==> config.mk <==
export PLATFORM = sky130hd
export DESIGN_NAME = ddr3_lane_read_training_ctrl_flat
export DESIGN_NICKNAME = d
export VERILOG_FILES = /design/src/rtl/ddr3_lane_read_training_ctrl_if.sv /design/src/rtl/ddr3_lane_read_training_ctrl.sv /design/src/flat_wrapper.sv
export SDC_FILE = /design/constraint.sdc
export NUM_CORES = 1
export LEC_CHECK = 0
export ABC_AREA = 1
export CAP_MARGIN = 20
export CORE_MARGIN = 2
export CORE_UTILIZATION = 42
export CTS_BUF_LIST = sky130_fd_sc_hd__clkbuf_16
export DETAILED_ROUTE_END_ITERATION = 10
export PLACE_DENSITY_LB_ADDON = 0.08
export SETUP_SLACK_MARGIN = 0.3
export SLEW_MARGIN = 20
export SYNTH_ARGS = -nofsm -noshare
export SYNTH_HDL_FRONTEND = slang
export SYNTH_SLANG_ARGS = --single-unit
==> constraint.sdc <==
create_clock -name FAB_CLK -period 3 [get_ports FAB_CLK]
set_input_delay 0.6 -clock FAB_CLK [delete_from_list [all_inputs] [get_ports FAB_CLK]]
set_output_delay 0.6 -clock FAB_CLK [all_outputs]
set_load 0.01 [all_outputs]
==> src/rtl/ddr3_lane_read_training_ctrl_if.sv <==
// Training-control and IOD delay-line / eye-monitor signals of one DDR3 byte lane.
// master = the lane read-training sequencer, slave = PHY training FSM plus IOD bits.
interface ddr3_lane_read_training_ctrl_if #(
    parameter int NUM_DQ = 8,
    parameter int TAP_W  = 7
);
    logic                        TRAIN_START;
    logic                        TRAIN_BUSY;
    logic                        TRAIN_DONE;
    logic [NUM_DQ-1:0]           TRAIN_FAIL;
    logic [NUM_DQ*TAP_W-1:0]     EYE_CENTER;
    logic [NUM_DQ*(TAP_W+1)-1:0] EYE_WIDTH;
    logic [NUM_DQ-1:0]           DELAY_LINE_MOVE;
    logic [NUM_DQ-1:0]           DELAY_LINE_DIRECTION;
    logic [NUM_DQ-1:0]           DELAY_LINE_LOAD;
    logic [NUM_DQ-1:0]           EYE_MONITOR_CLEAR_FLAGS;
    logic [NUM_DQ-1:0]           EYE_MONITOR_EARLY;
    logic [NUM_DQ-1:0]           EYE_MONITOR_LATE;
    logic [NUM_DQ-1:0]           DELAY_LINE_OUT_OF_RANGE;

    modport master (
        input  TRAIN_START, EYE_MONITOR_EARLY, EYE_MONITOR_LATE, DELAY_LINE_OUT_OF_RANGE,
        output TRAIN_BUSY, TRAIN_DONE, TRAIN_FAIL, EYE_CENTER, EYE_WIDTH,
               DELAY_LINE_MOVE, DELAY_LINE_DIRECTION, DELAY_LINE_LOAD, EYE_MONITOR_CLEAR_FLAGS
    );

    modport slave (
        output TRAIN_START, EYE_MONITOR_EARLY, EYE_MONITOR_LATE, DELAY_LINE_OUT_OF_RANGE,
        input  TRAIN_BUSY, TRAIN_DONE, TRAIN_FAIL, EYE_CENTER, EYE_WIDTH,
               DELAY_LINE_MOVE, DELAY_LINE_DIRECTION, DELAY_LINE_LOAD, EYE_MONITOR_CLEAR_FLAGS
    );
endinterface

==> src/rtl/ddr3_lane_read_training_ctrl.sv <==
// Per-bit read-eye sweep: finds the passing tap window of each DQ bit and parks it at the centre.
// Per tap 1+SETTLE+SAMPLE+1 cycles (+1 step); START is only accepted in IDLE, never stalls the IOD.
module ddr3_lane_read_training_ctrl #(
    parameter int NUM_DQ        = 8,
    parameter int MAX_TAP       = 127,
    parameter int TAP_W         = 7,
    parameter int SETTLE_CYCLES = 4,
    parameter int SAMPLE_CYCLES = 16,
    parameter int MIN_EYE_WIDTH = 8
) (
    input  logic                                   FAB_CLK,
    input  logic                                   RX_SYNC_RST,
    ddr3_lane_read_training_ctrl_if.master         lane
);
    localparam int TW1     = TAP_W + 1;
    localparam int CNT_MAX = (SETTLE_CYCLES > SAMPLE_CYCLES) ? SETTLE_CYCLES : SAMPLE_CYCLES;
    localparam int CNT_W   = $clog2(CNT_MAX + 1);
    localparam int B_W     = (NUM_DQ > 1) ? $clog2(NUM_DQ) : 1;

    typedef enum logic [3:0] {
        S_IDLE, S_LOAD, S_CLEAR, S_SETTLE, S_SAMPLE, S_EVAL, S_STEP,
        S_CLOAD, S_CMOVE, S_NEXT, S_DONE
    } state_t;

    state_t                  state_q, state_d;
    logic [B_W-1:0]          b_q, b_d;
    logic [TAP_W-1:0]        tap_q, tap_d;
    logic [CNT_W-1:0]        cnt_q, cnt_d;
    logic                    bad_q, bad_d;
    logic                    oor_q, oor_d;
    logic [TAP_W-1:0]        first_q, first_d;
    logic                    first_vld_q, first_vld_d;
    logic [TAP_W-1:0]        last_q, last_d;
    logic [TAP_W-1:0]        mcnt_q, mcnt_d;
    logic                    phase_q, phase_d;
    logic [TW1-1:0]          win_q, win_d;
    logic [TAP_W-1:0]        centre_q, centre_d;
    logic                    cfail_q, cfail_d;
    logic                    done_q, done_d;
    logic [NUM_DQ-1:0]       fail_q, fail_d;
    logic [NUM_DQ*TAP_W-1:0] center_q, center_d;
    logic [NUM_DQ*TW1-1:0]   width_q, width_d;

    logic [TW1-1:0]          width_c;
    logic [TW1-1:0]          sum_c;
    logic [TAP_W-1:0]        centre_c;
    logic                    fail_c;
    logic                    early_b, late_b, oor_b;
    logic [NUM_DQ-1:0]       move_strb, load_strb, clr_strb;

    assign early_b = lane.EYE_MONITOR_EARLY[b_q];
    assign late_b  = lane.EYE_MONITOR_LATE[b_q];
    assign oor_b   = lane.DELAY_LINE_OUT_OF_RANGE[b_q];

    // Window arithmetic is one bit wider than a tap so last-first+1 and first+last never wrap.
    always_comb begin
        width_c  = first_vld_q ? (TW1'({1'b0, last_q}) - TW1'({1'b0, first_q}) + TW1'(1)) : '0;
        sum_c    = TW1'({1'b0, first_q}) + TW1'({1'b0, last_q});
        fail_c   = (width_c < TW1'(MIN_EYE_WIDTH));
        centre_c = fail_c ? '0 : TAP_W'(sum_c >> 1);
    end

    always_comb begin
        state_d     = state_q;
        b_d         = b_q;
        tap_d       = tap_q;
        cnt_d       = cnt_q;
        bad_d       = bad_q;
        oor_d       = oor_q;
        first_d     = first_q;
        first_vld_d = first_vld_q;
        last_d      = last_q;
        mcnt_d      = mcnt_q;
        phase_d     = phase_q;
        win_d       = win_q;
        centre_d    = centre_q;
        cfail_d     = cfail_q;
        done_d      = done_q;
        fail_d      = fail_q;
        center_d    = center_q;
        width_d     = width_q;

        case (state_q)
            S_IDLE: begin
                if (lane.TRAIN_START) begin
                    done_d      = 1'b0;
                    fail_d      = '0;
                    b_d         = '0;
                    first_vld_d = 1'b0;
                    state_d     = S_LOAD;
                end
            end
            S_LOAD: begin
                tap_d   = '0;
                state_d = S_CLEAR;
            end
            S_CLEAR: begin
                bad_d   = 1'b0;
                oor_d   = 1'b0;
                cnt_d   = '0;
                state_d = S_SETTLE;
            end
            S_SETTLE: begin
                if (cnt_q == CNT_W'(SETTLE_CYCLES - 1)) begin
                    cnt_d   = '0;
                    state_d = S_SAMPLE;
                end else begin
                    cnt_d = cnt_q + CNT_W'(1);
                end
            end
            S_SAMPLE: begin
                // A saturated delay line poisons the tap even if the eye flags stay clean.
                bad_d = bad_q | early_b | late_b | oor_b;
                oor_d = oor_q | oor_b;
                if (cnt_q == CNT_W'(SAMPLE_CYCLES - 1)) begin
                    cnt_d   = '0;
                    state_d = S_EVAL;
                end else begin
                    cnt_d = cnt_q + CNT_W'(1);
                end
            end
            S_EVAL: begin
                if (!bad_q) begin
                    if (!first_vld_q) begin
                        first_d     = tap_q;
                        first_vld_d = 1'b1;
                    end
                    last_d = tap_q;
                end
                if ((bad_q && first_vld_q) || (tap_q == TAP_W'(MAX_TAP)) || oor_q) begin
                    state_d = S_CLOAD;
                end else begin
                    state_d = S_STEP;
                end
            end
            S_STEP: begin
                tap_d   = tap_q + TAP_W'(1);
                state_d = S_CLEAR;
            end
            S_CLOAD: begin
                win_d    = width_c;
                cfail_d  = fail_c;
                centre_d = centre_c;
                mcnt_d   = centre_c;
                phase_d  = 1'b0;
                state_d  = S_CMOVE;
            end
            S_CMOVE: begin
                if (mcnt_q != '0) begin
                    // Moves alternate strobe / gap so the IOD sees distinct increments.
                    if (!phase_q) begin
                        mcnt_d  = mcnt_q - TAP_W'(1);
                        phase_d = 1'b1;
                    end else begin
                        phase_d = 1'b0;
                    end
                end else begin
                    center_d[int'(b_q)*TAP_W +: TAP_W] = centre_q;
                    width_d[int'(b_q)*TW1 +: TW1]      = win_q;
                    fail_d[b_q]                        = cfail_q;
                    state_d                            = S_NEXT;
                end
            end
            S_NEXT: begin
                if (b_q == B_W'(NUM_DQ - 1)) begin
                    done_d  = 1'b1;
                    state_d = S_DONE;
                end else begin
                    b_d         = b_q + B_W'(1);
                    first_vld_d = 1'b0;
                    state_d     = S_LOAD;
                end
            end
            S_DONE: begin
                state_d = S_IDLE;
            end
            default: begin
                state_d = S_IDLE;
            end
        endcase
    end

    always_comb begin
        move_strb = '0;
        load_strb = '0;
        clr_strb  = '0;
        if ((state_q == S_LOAD) || (state_q == S_CLOAD)) begin
            load_strb[b_q] = 1'b1;
        end
        if (state_q == S_CLEAR) begin
            clr_strb[b_q] = 1'b1;
        end
        if ((state_q == S_STEP) || ((state_q == S_CMOVE) && (mcnt_q != '0) && !phase_q)) begin
            move_strb[b_q] = 1'b1;
        end
    end

    always_ff @(posedge FAB_CLK) begin
        if (RX_SYNC_RST) begin
            state_q     <= S_IDLE;
            b_q         <= '0;
            tap_q       <= '0;
            cnt_q       <= '0;
            bad_q       <= 1'b0;
            oor_q       <= 1'b0;
            first_q     <= '0;
            first_vld_q <= 1'b0;
            last_q      <= '0;
            mcnt_q      <= '0;
            phase_q     <= 1'b0;
            win_q       <= '0;
            centre_q    <= '0;
            cfail_q     <= 1'b0;
            done_q      <= 1'b0;
            fail_q      <= '0;
            center_q    <= '0;
            width_q     <= '0;
        end else begin
            state_q     <= state_d;
            b_q         <= b_d;
            tap_q       <= tap_d;
            cnt_q       <= cnt_d;
            bad_q       <= bad_d;
            oor_q       <= oor_d;
            first_q     <= first_d;
            first_vld_q <= first_vld_d;
            last_q      <= last_d;
            mcnt_q      <= mcnt_d;
            phase_q     <= phase_d;
            win_q       <= win_d;
            centre_q    <= centre_d;
            cfail_q     <= cfail_d;
            done_q      <= done_d;
            fail_q      <= fail_d;
            center_q    <= center_d;
            width_q     <= width_d;
        end
    end

    assign lane.TRAIN_BUSY              = (state_q != S_IDLE) && (state_q != S_DONE);
    assign lane.TRAIN_DONE              = done_q;
    assign lane.TRAIN_FAIL              = fail_q;
    assign lane.EYE_CENTER              = center_q;
    assign lane.EYE_WIDTH               = width_q;
    assign lane.DELAY_LINE_MOVE         = move_strb;
    assign lane.DELAY_LINE_DIRECTION    = '1;
    assign lane.DELAY_LINE_LOAD         = load_strb;
    assign lane.EYE_MONITOR_CLEAR_FLAGS = clr_strb;
endmodule

==> src/flat_wrapper.sv <==
// flat-port wrapper written by rule: the top's interface ports become plain ports
module ddr3_lane_read_training_ctrl_flat 
#(
    parameter int NUM_DQ        = 8,
    parameter int MAX_TAP       = 127,
    parameter int TAP_W         = 7,
    parameter int SETTLE_CYCLES = 4,
    parameter int SAMPLE_CYCLES = 16,
    parameter int MIN_EYE_WIDTH = 8
)
  (FAB_CLK, RX_SYNC_RST, lane_TRAIN_START, lane_EYE_MONITOR_EARLY, lane_EYE_MONITOR_LATE, lane_DELAY_LINE_OUT_OF_RANGE, lane_TRAIN_BUSY, lane_TRAIN_DONE, lane_TRAIN_FAIL, lane_EYE_CENTER, lane_EYE_WIDTH, lane_DELAY_LINE_MOVE, lane_DELAY_LINE_DIRECTION, lane_DELAY_LINE_LOAD, lane_EYE_MONITOR_CLEAR_FLAGS);
  ddr3_lane_read_training_ctrl_if #(.NUM_DQ(NUM_DQ), .TAP_W(TAP_W)) lane_i ();
  input  logic FAB_CLK;
  input  logic RX_SYNC_RST;
  input wire logic [$bits(lane_i.TRAIN_START)-1:0] lane_TRAIN_START;
  input wire logic [$bits(lane_i.EYE_MONITOR_EARLY)-1:0] lane_EYE_MONITOR_EARLY;
  input wire logic [$bits(lane_i.EYE_MONITOR_LATE)-1:0] lane_EYE_MONITOR_LATE;
  input wire logic [$bits(lane_i.DELAY_LINE_OUT_OF_RANGE)-1:0] lane_DELAY_LINE_OUT_OF_RANGE;
  output wire logic [$bits(lane_i.TRAIN_BUSY)-1:0] lane_TRAIN_BUSY;
  output wire logic [$bits(lane_i.TRAIN_DONE)-1:0] lane_TRAIN_DONE;
  output wire logic [$bits(lane_i.TRAIN_FAIL)-1:0] lane_TRAIN_FAIL;
  output wire logic [$bits(lane_i.EYE_CENTER)-1:0] lane_EYE_CENTER;
  output wire logic [$bits(lane_i.EYE_WIDTH)-1:0] lane_EYE_WIDTH;
  output wire logic [$bits(lane_i.DELAY_LINE_MOVE)-1:0] lane_DELAY_LINE_MOVE;
  output wire logic [$bits(lane_i.DELAY_LINE_DIRECTION)-1:0] lane_DELAY_LINE_DIRECTION;
  output wire logic [$bits(lane_i.DELAY_LINE_LOAD)-1:0] lane_DELAY_LINE_LOAD;
  output wire logic [$bits(lane_i.EYE_MONITOR_CLEAR_FLAGS)-1:0] lane_EYE_MONITOR_CLEAR_FLAGS;
  assign lane_i.TRAIN_START = lane_TRAIN_START;
  assign lane_i.EYE_MONITOR_EARLY = lane_EYE_MONITOR_EARLY;
  assign lane_i.EYE_MONITOR_LATE = lane_EYE_MONITOR_LATE;
  assign lane_i.DELAY_LINE_OUT_OF_RANGE = lane_DELAY_LINE_OUT_OF_RANGE;
  assign lane_TRAIN_BUSY = lane_i.TRAIN_BUSY;
  assign lane_TRAIN_DONE = lane_i.TRAIN_DONE;
  assign lane_TRAIN_FAIL = lane_i.TRAIN_FAIL;
  assign lane_EYE_CENTER = lane_i.EYE_CENTER;
  assign lane_EYE_WIDTH = lane_i.EYE_WIDTH;
  assign lane_DELAY_LINE_MOVE = lane_i.DELAY_LINE_MOVE;
  assign lane_DELAY_LINE_DIRECTION = lane_i.DELAY_LINE_DIRECTION;
  assign lane_DELAY_LINE_LOAD = lane_i.DELAY_LINE_LOAD;
  assign lane_EYE_MONITOR_CLEAR_FLAGS = lane_i.EYE_MONITOR_CLEAR_FLAGS;
  ddr3_lane_read_training_ctrl #(.NUM_DQ(NUM_DQ), .MAX_TAP(MAX_TAP), .TAP_W(TAP_W), .SETTLE_CYCLES(SETTLE_CYCLES), .SAMPLE_CYCLES(SAMPLE_CYCLES), .MIN_EYE_WIDTH(MIN_EYE_WIDTH)) u_core (.FAB_CLK(FAB_CLK), .RX_SYNC_RST(RX_SYNC_RST), .lane(lane_i));
endmodule
==> Word-level counts from Yosys, hierarchy flattened <==
Cells that the tools add are included.
{ "totals": {"register_bits": 189, "input_bits": 27} }
{ "op_classes": {"add_sub_neg": 9, "n_reduce_logical": 31, "eq_ne": 23, "n_lt_le_gt_ge": 3, "shifts": 4, "n_mux": 47, "n_bitwise": 7, "mul": 1} }
{ "ops": {"columns": ["cell", "n"], "rows": [
  ["64-bit bitwise mux", 1],
  ["8-bit by 33-bit variable shift with 64-bit output, first input constant", 1],
  ["8-bit by 33-bit indexed part select with 64-bit output", 1],
  ["56-bit bitwise mux", 1],
  ["7-bit by 33-bit variable shift with 56-bit output, first input constant", 1],
  ["7-bit by 33-bit indexed part select with 56-bit output", 1],
  ["8-bit 2-to-1 mux", 6],
  ["4-bit one-hot mux with 9 select lines", 1],
  ["32-bit negation with 33-bit output", 1],
  ["6-bit negation with 33-bit output", 1],
  ["7-bit one-hot mux with 2 select lines", 2],
  ["7-bit 2-to-1 mux", 3],
  ["4-bit 2-to-1 mux", 5],
  ["4-bit by 3-bit equality test with 1-bit output, second input constant", 4],
  ["8-bit one-hot mux with 2 select lines", 1],
  ["5-bit one-hot mux with 3 select lines", 1],
  ["3-bit AND reduction", 5],
  ["2-bit inequality test, second input constant", 6],
  ["1-bit 2-to-1 mux", 11],
  ["5-bit 2-to-1 mux", 2],
  ["2-bit nonzero test", 5],
  ["1-bit binary-select mux with 3-bit select", 3],
  ["7-bit by 7-bit adder with 8-bit output", 1],
  ["8-bit by 1-bit adder with 8-bit output, second input constant", 1],
  ["other kinds (36)", 60]
]} }

==> Logic depth before layout (Yosys ltp) <==
{ "depth": {"depth_word": 7, "mapped_depth": 17, "mapped_depth_nobuf": 17} }

==> Worst setup path after synthesis <==
OpenSTA, ideal clock, no wires.
{ "synth_timing": {"kind": "register to register", "from": "register u_core.last_q[1]", "to": "register u_core.mcnt_q[4]", "required_ns": 2.926, "n_path_buf": 1, "path_stages_with_launch": 16, "slack_ns": 0.636, "period_less_slack_ns": 2.364, "arrival_time_ns": 2.290, "setup_ns": 0.074, "cell_sequence": "dfxtp_1 inv_1 ha_1 inv_1 ha_1 fa_1 nand2_1 nand2_1 nand3b_1 nand2_1 nand2_1 nand3_1 nand3_1 buf_2 nand3_1 a31oi_1"} }
{ "synth_between": {"elab_chain_len": 6} }
{ "synth_lines": {"columns": ["item", "line", "source"], "rows": [
  ["start: declaration", "ddr3_lane_read_training_ctrl.sv:33", "logic [TAP_W-1:0] last_q, last_d;"],
  ["start signal: assignment", "ddr3_lane_read_training_ctrl.sv:227", "last_q <= last_d;"],
  ["7-bit by 7-bit subtractor with 8-bit output", "ddr3_lane_read_training_ctrl.sv:57", "width_c = first_vld_q ? (TW1'({1'b0, last_q}) - TW1'({1'b0, first_q}) + TW1'(1)) : '0;"],
  ["8-bit by 1-bit adder with 8-bit output", "ddr3_lane_read_training_ctrl.sv:57", null],
  ["8-bit 2-to-1 mux", "ddr3_lane_read_training_ctrl.sv:57", null],
  ["8-bit by 4-bit < comparator with 1-bit output", "ddr3_lane_read_training_ctrl.sv:59", "fail_c = (width_c < TW1'(MIN_EYE_WIDTH));"],
  ["7-bit 2-to-1 mux (*)", "ddr3_lane_read_training_ctrl.sv:60", "centre_c = fail_c ? '0 : TAP_W'(sum_c >> 1);"],
  ["7-bit one-hot mux with 2 select lines (*)", "ddr3_lane_read_training_ctrl.sv:83", "case (state_q)"],
  ["end signal: assignment", "ddr3_lane_read_training_ctrl.sv:228", "mcnt_q <= mcnt_d;"],
  ["end: declaration", "ddr3_lane_read_training_ctrl.sv:34", "logic [TAP_W-1:0] mcnt_q, mcnt_d;"]
]} }
Every way passes the cells marked *; elsewhere a longest branch is shown, timed or not.
A chain may end at the register's enable or synchronous reset.

==> Worst setup path in the final report <==
{ "layout_timing": {"from": "register u_core.b_q[0]", "to": "output lane_DELAY_LINE_LOAD[4]"} }
{ "layout_between": {"elab_chain_len": 5} }
{ "layout_lines": {"columns": ["item", "line", "source"], "rows": [
  ["start: declaration", "ddr3_lane_read_training_ctrl.sv:26", "logic [B_W-1:0] b_q, b_d;"],
  ["start signal: assignment", "ddr3_lane_read_training_ctrl.sv:201", "b_q <= '0;"],
  ["start signal: assignment", "ddr3_lane_read_training_ctrl.sv:220", "b_q <= b_d;"],
  ["3-bit by 4-bit < comparator with 1-bit output (not written as such) or 3-bit by 1-bit >= comparator with 1-bit output (tied branches)", "ddr3_lane_read_training_ctrl.sv:188", "load_strb[b_q] = 1'b1;"],
  ["1-bit logical AND (not written as such)", "ddr3_lane_read_training_ctrl.sv:188", null],
  ["1-bit 2-to-1 mux (not written as such)", "ddr3_lane_read_training_ctrl.sv:188", null],
  ["1-bit demux with 3-bit select (*)", null, null],
  ["8-bit 2-to-1 mux (*)", "ddr3_lane_read_training_ctrl.sv:187", "if ((state_q == S_LOAD) || (state_q == S_CLOAD)) begin"],
  ["end: declaration", "flat_wrapper.sv:26", "output wire logic [$bits(lane_i.DELAY_LINE_LOAD)-1:0] lane_DELAY_LINE_LOAD;"]
]} }
Marked as above.

==> results.md <==
- Run status: complete, no violations
- Max-slew violations: 0
- PwrDens: 645 mW/mm2
- CORE AREA: 0.0204 mm2
- WL/cell: 16.3 um
- Layout cells sized above 1: 12.5%
- Max_cap viols: 0
- Crit path launch type: register
- Unrepaired setup endpoints after global routing: true
- Initial Util: 43.1%
- Top FF cell, synth: dfxtp_1
- Die Y: 149 um
- Pleak: 0.00482 uW
- GR Util All Layers: 23.5%
- Crit Path Category: reg2out
- First-pass GRT wire length: 41100 um
- Kind of end point of the critical path: output pin
- Post-DRT Antenna Nets: 0
- Layout area overhead: 33.3%
- CP max stage cell: clkdlybuf4s50_1
- CTS clock-pin slew for the worst setup and hold paths: 80 ps
- Period Utilization, post-route: 88.7%
- Hold_sp: u_core.lane.EYE_CENTER[1]
- Min Clock Period, post-route: 2660 ps
- Vias per cell: 5.15
- R2R Path Start: u_core.last_q[1]
- VDD IR max: 0.475 mV
- WL final: 25900 um
- Max Freq: 376 MHz
- Avg Cell Area, Syn: 7.80 um2
- Fillers: 1914
- Hpwl dp: 18900 um
- Yosys Warn Count: 0
- Final worst setup slack: 338 ps
- CTS H-tree depth: 4
- Critical path fanouts, max: 10
- Worst hold path class: reg2reg
- Drt first pass iters: 5
- Synth Instances: 1125
- Die area: 0.0221 mm2
- CTS tree: built
- Final setup fails: 0
- Worst-path cell chain: buf_6, nor3_2, inv_1, nor2_1, clkdlybuf4s50_1
- Hold-fix buffers, CTS: 0
- Fin util: 57.5%
- Initial drt markers: 426
- Inserted Clock Buffers: 17
- Req. time, crit path: 2400 ps
- CTS Sinks: 189
- Max incr delay on CP: 550 ps
- Initial antenna violation count: 0
- Sum of buffers and inverters on the critical path: 3
- Worst path top cell family by delay: buffers and inverters
- GRT overflow: 0
- Worst reg2reg path depth: 18
- Clock Latency Late Sink: 440 ps
- Antenna diodes: 0
- Drc violations: 0
- Number of placement rows: 52
- Port Buffer Count: 180
- Hold slack: 444 ps
- Ports: 189
- CP arrival: 2060 ps
- R2R Setup Slk: 480 ps
- Clock Root Buffer: clkbuf_16
- Worst r2r dst: u_core.mcnt_q[5]
- Asr flop ratio synth: 0%
- Final hold violations: 0
- Number of synthesized flops with an enable pin: 0
- Vias: 8166
- #FFs+latches synth: 189
- Synth Cell Area: 0.00878 mm2
- Setup TNS: 0 ps
- CP Launch Point: u_core.b_q[0]
- Nets@finish: 1364
- Largest net degree at the start of global routing: 79
- Hold Path End: u_core.lane.EYE_CENTER[1]
- Yosys cell types: 53
- Vias in the first global route: 7713
- Worst Hold Depth: 2
- Clock Tree Buf Depth: 2
- Final Skew: 16.1 ps
- Place WS: 231 ps
- Actual slew at the worst max-slew pin: 778 ps
- Final GP Congestion: 0.868
- Die span in x: 149 um
- Slew headroom: 47.7%
- Post-synthesis sequential area ratio: 43.1%
==> metrics by stage <==
step	area [um2]	instances	total power, uW
2_1_floorplan	8810	1132	4280
4_1_cts	11600	1583	7450
5_1_grt	11700	1587	7920
3_5_place_dp	10800	1543	4950
6_report	11700	1587	7550
3_3_place_gp	10800	1543	4940
==> how the worst max path moves through the flow <==
stage / end / slack (ps) / cells past startpoint
after global routing: lane_EYE_MONITOR_CLEAR_FLAGS[2] / 210 / 8
after floorplan: u_core.mcnt_q[4] / 640 / 15
final: lane_DELAY_LINE_LOAD[4] / 340 / 5
after detailed placement: lane_DELAY_LINE_MOVE[5] / 230 / 10
after CTS: lane_DELAY_LINE_LOAD[4] / 150 / 5
after global placement: lane_DELAY_LINE_MOVE[0] / 280 / 10
==> per-layer routing <==
layer	up-vias	track usage (%)	wire length [um]
li1	4157	-	-
met1	3756	32.2	12000
met4	0	5.90	284
met5	-	0	0
met2	229	37.8	11900
met3	24	5.18	1770
==> Yosys cell counts (all sizes together) (8+ instances only) <==
| cell type | count | area [um2] |
|---|---|---|
| clkbuf | 29 | 109 |
| nor3 | 28 | 189 |
| buf | 28 | 198 |
| o211a | 11 | 110 |
| inv | 121 | 467 |
| ha | 31 | 388 |
| a31oi | 10 | 62.6 |
| nand2 | 117 | 469 |
| a21oi | 152 | 776 |
| nand3 | 54 | 305 |
| o21ai | 155 | 783 |
| nor2 | 133 | 602 |
| nand4 | 19 | 125 |
| dfxtp | 189 | 3780 |
| a211oi | 8 | 60.1 |
==> cells in the final DEF, fill, tap and decap left out, types with 6 or more instances in the layout <==
cell type	instances
nand4_1	18
dfxtp_1	181
clkdlybuf4s50_1	168
nand2_1	108
ha_1	29
nor3_4	6
nor2_2	6
a21oi_1	148
nand3_1	49
o211a_1	11
clkbuf_16	17
nor2_4	10
a31oi_1	10
nor3_1	18
conb_1	8
o21a_1	7
nor2_1	113
dfxtp_2	7
o21ai_0	148
inv_1	90
a211oi_1	8
inv_2	26
xor2_1	6
buf_4	23
==> where the power goes <==
group	leakage, uW	switching (uW)	internal [uW]	total (uW)
logic	0.00299	1730	721	2450
registers	0.00153	109	2590	2700
clock network	0.000307	1180	1220	2400
==> area by class of cell <==
class,instances,area [um2],share of cell area [%]
clock buffer,17,425,3.64
clock inverter,15,208,1.78
inverter,124,490,4.19
multi-input combinational,762,4380,37.4
sequential,189,3800,32.4
tap,270,338,2.89
timing repair buffer,209,2060,17.6
timing repair inverter,1,6.26,0.0535
==> tightest hold or removal path: cells and delay by family (launching register included) <==
family,cells,cell delay (ps)
AOI/OAI and AO/OA,1,50
DFF,1,310
buffers and inverters,1,40
==> repair_timing <==
item                                   CTS  global route
endpoints found under the hold margin    0             0
pin swaps                                6             6
setup buffers                            7             4
resized for setup                       39            36
gates cloned                             1             0
setup endpoints to repair               24            61
==> registers in the layout, summed over array words and instances (netlist names) <==
register	flops
u_core.mcnt_q	7
u_core.centre_q	7
u_core.lane.TRAIN_FAIL	8
u_core.bad_q	1
u_core.phase_q	1
u_core.tap_q	7
u_core.state_q	4
u_core.cfail_q	1
u_core.lane.EYE_WIDTH	64
u_core.b_q	3
u_core.lane.TRAIN_DONE	1
u_core.cnt_q	5
u_core.oor_q	1
u_core.last_q	7
u_core.first_vld_q	1
u_core.first_q	7
u_core.win_q	8
u_core.lane.EYE_CENTER	56
==> kinds of logic (layout without fill, tap and decap cells) <==
kind of cell,after synthesis,count (layout),share of synthesized area (%)
xor+xnor,8,8,0.798
compound gates,354,354,22.0
flops,189,189,43.1
other cells,1,8,0.0427
simple gates,359,359,20.2
buf+inv,181,366,8.96
fa+ha+maj,33,33,4.87
(Power assumes the default switching activity.)
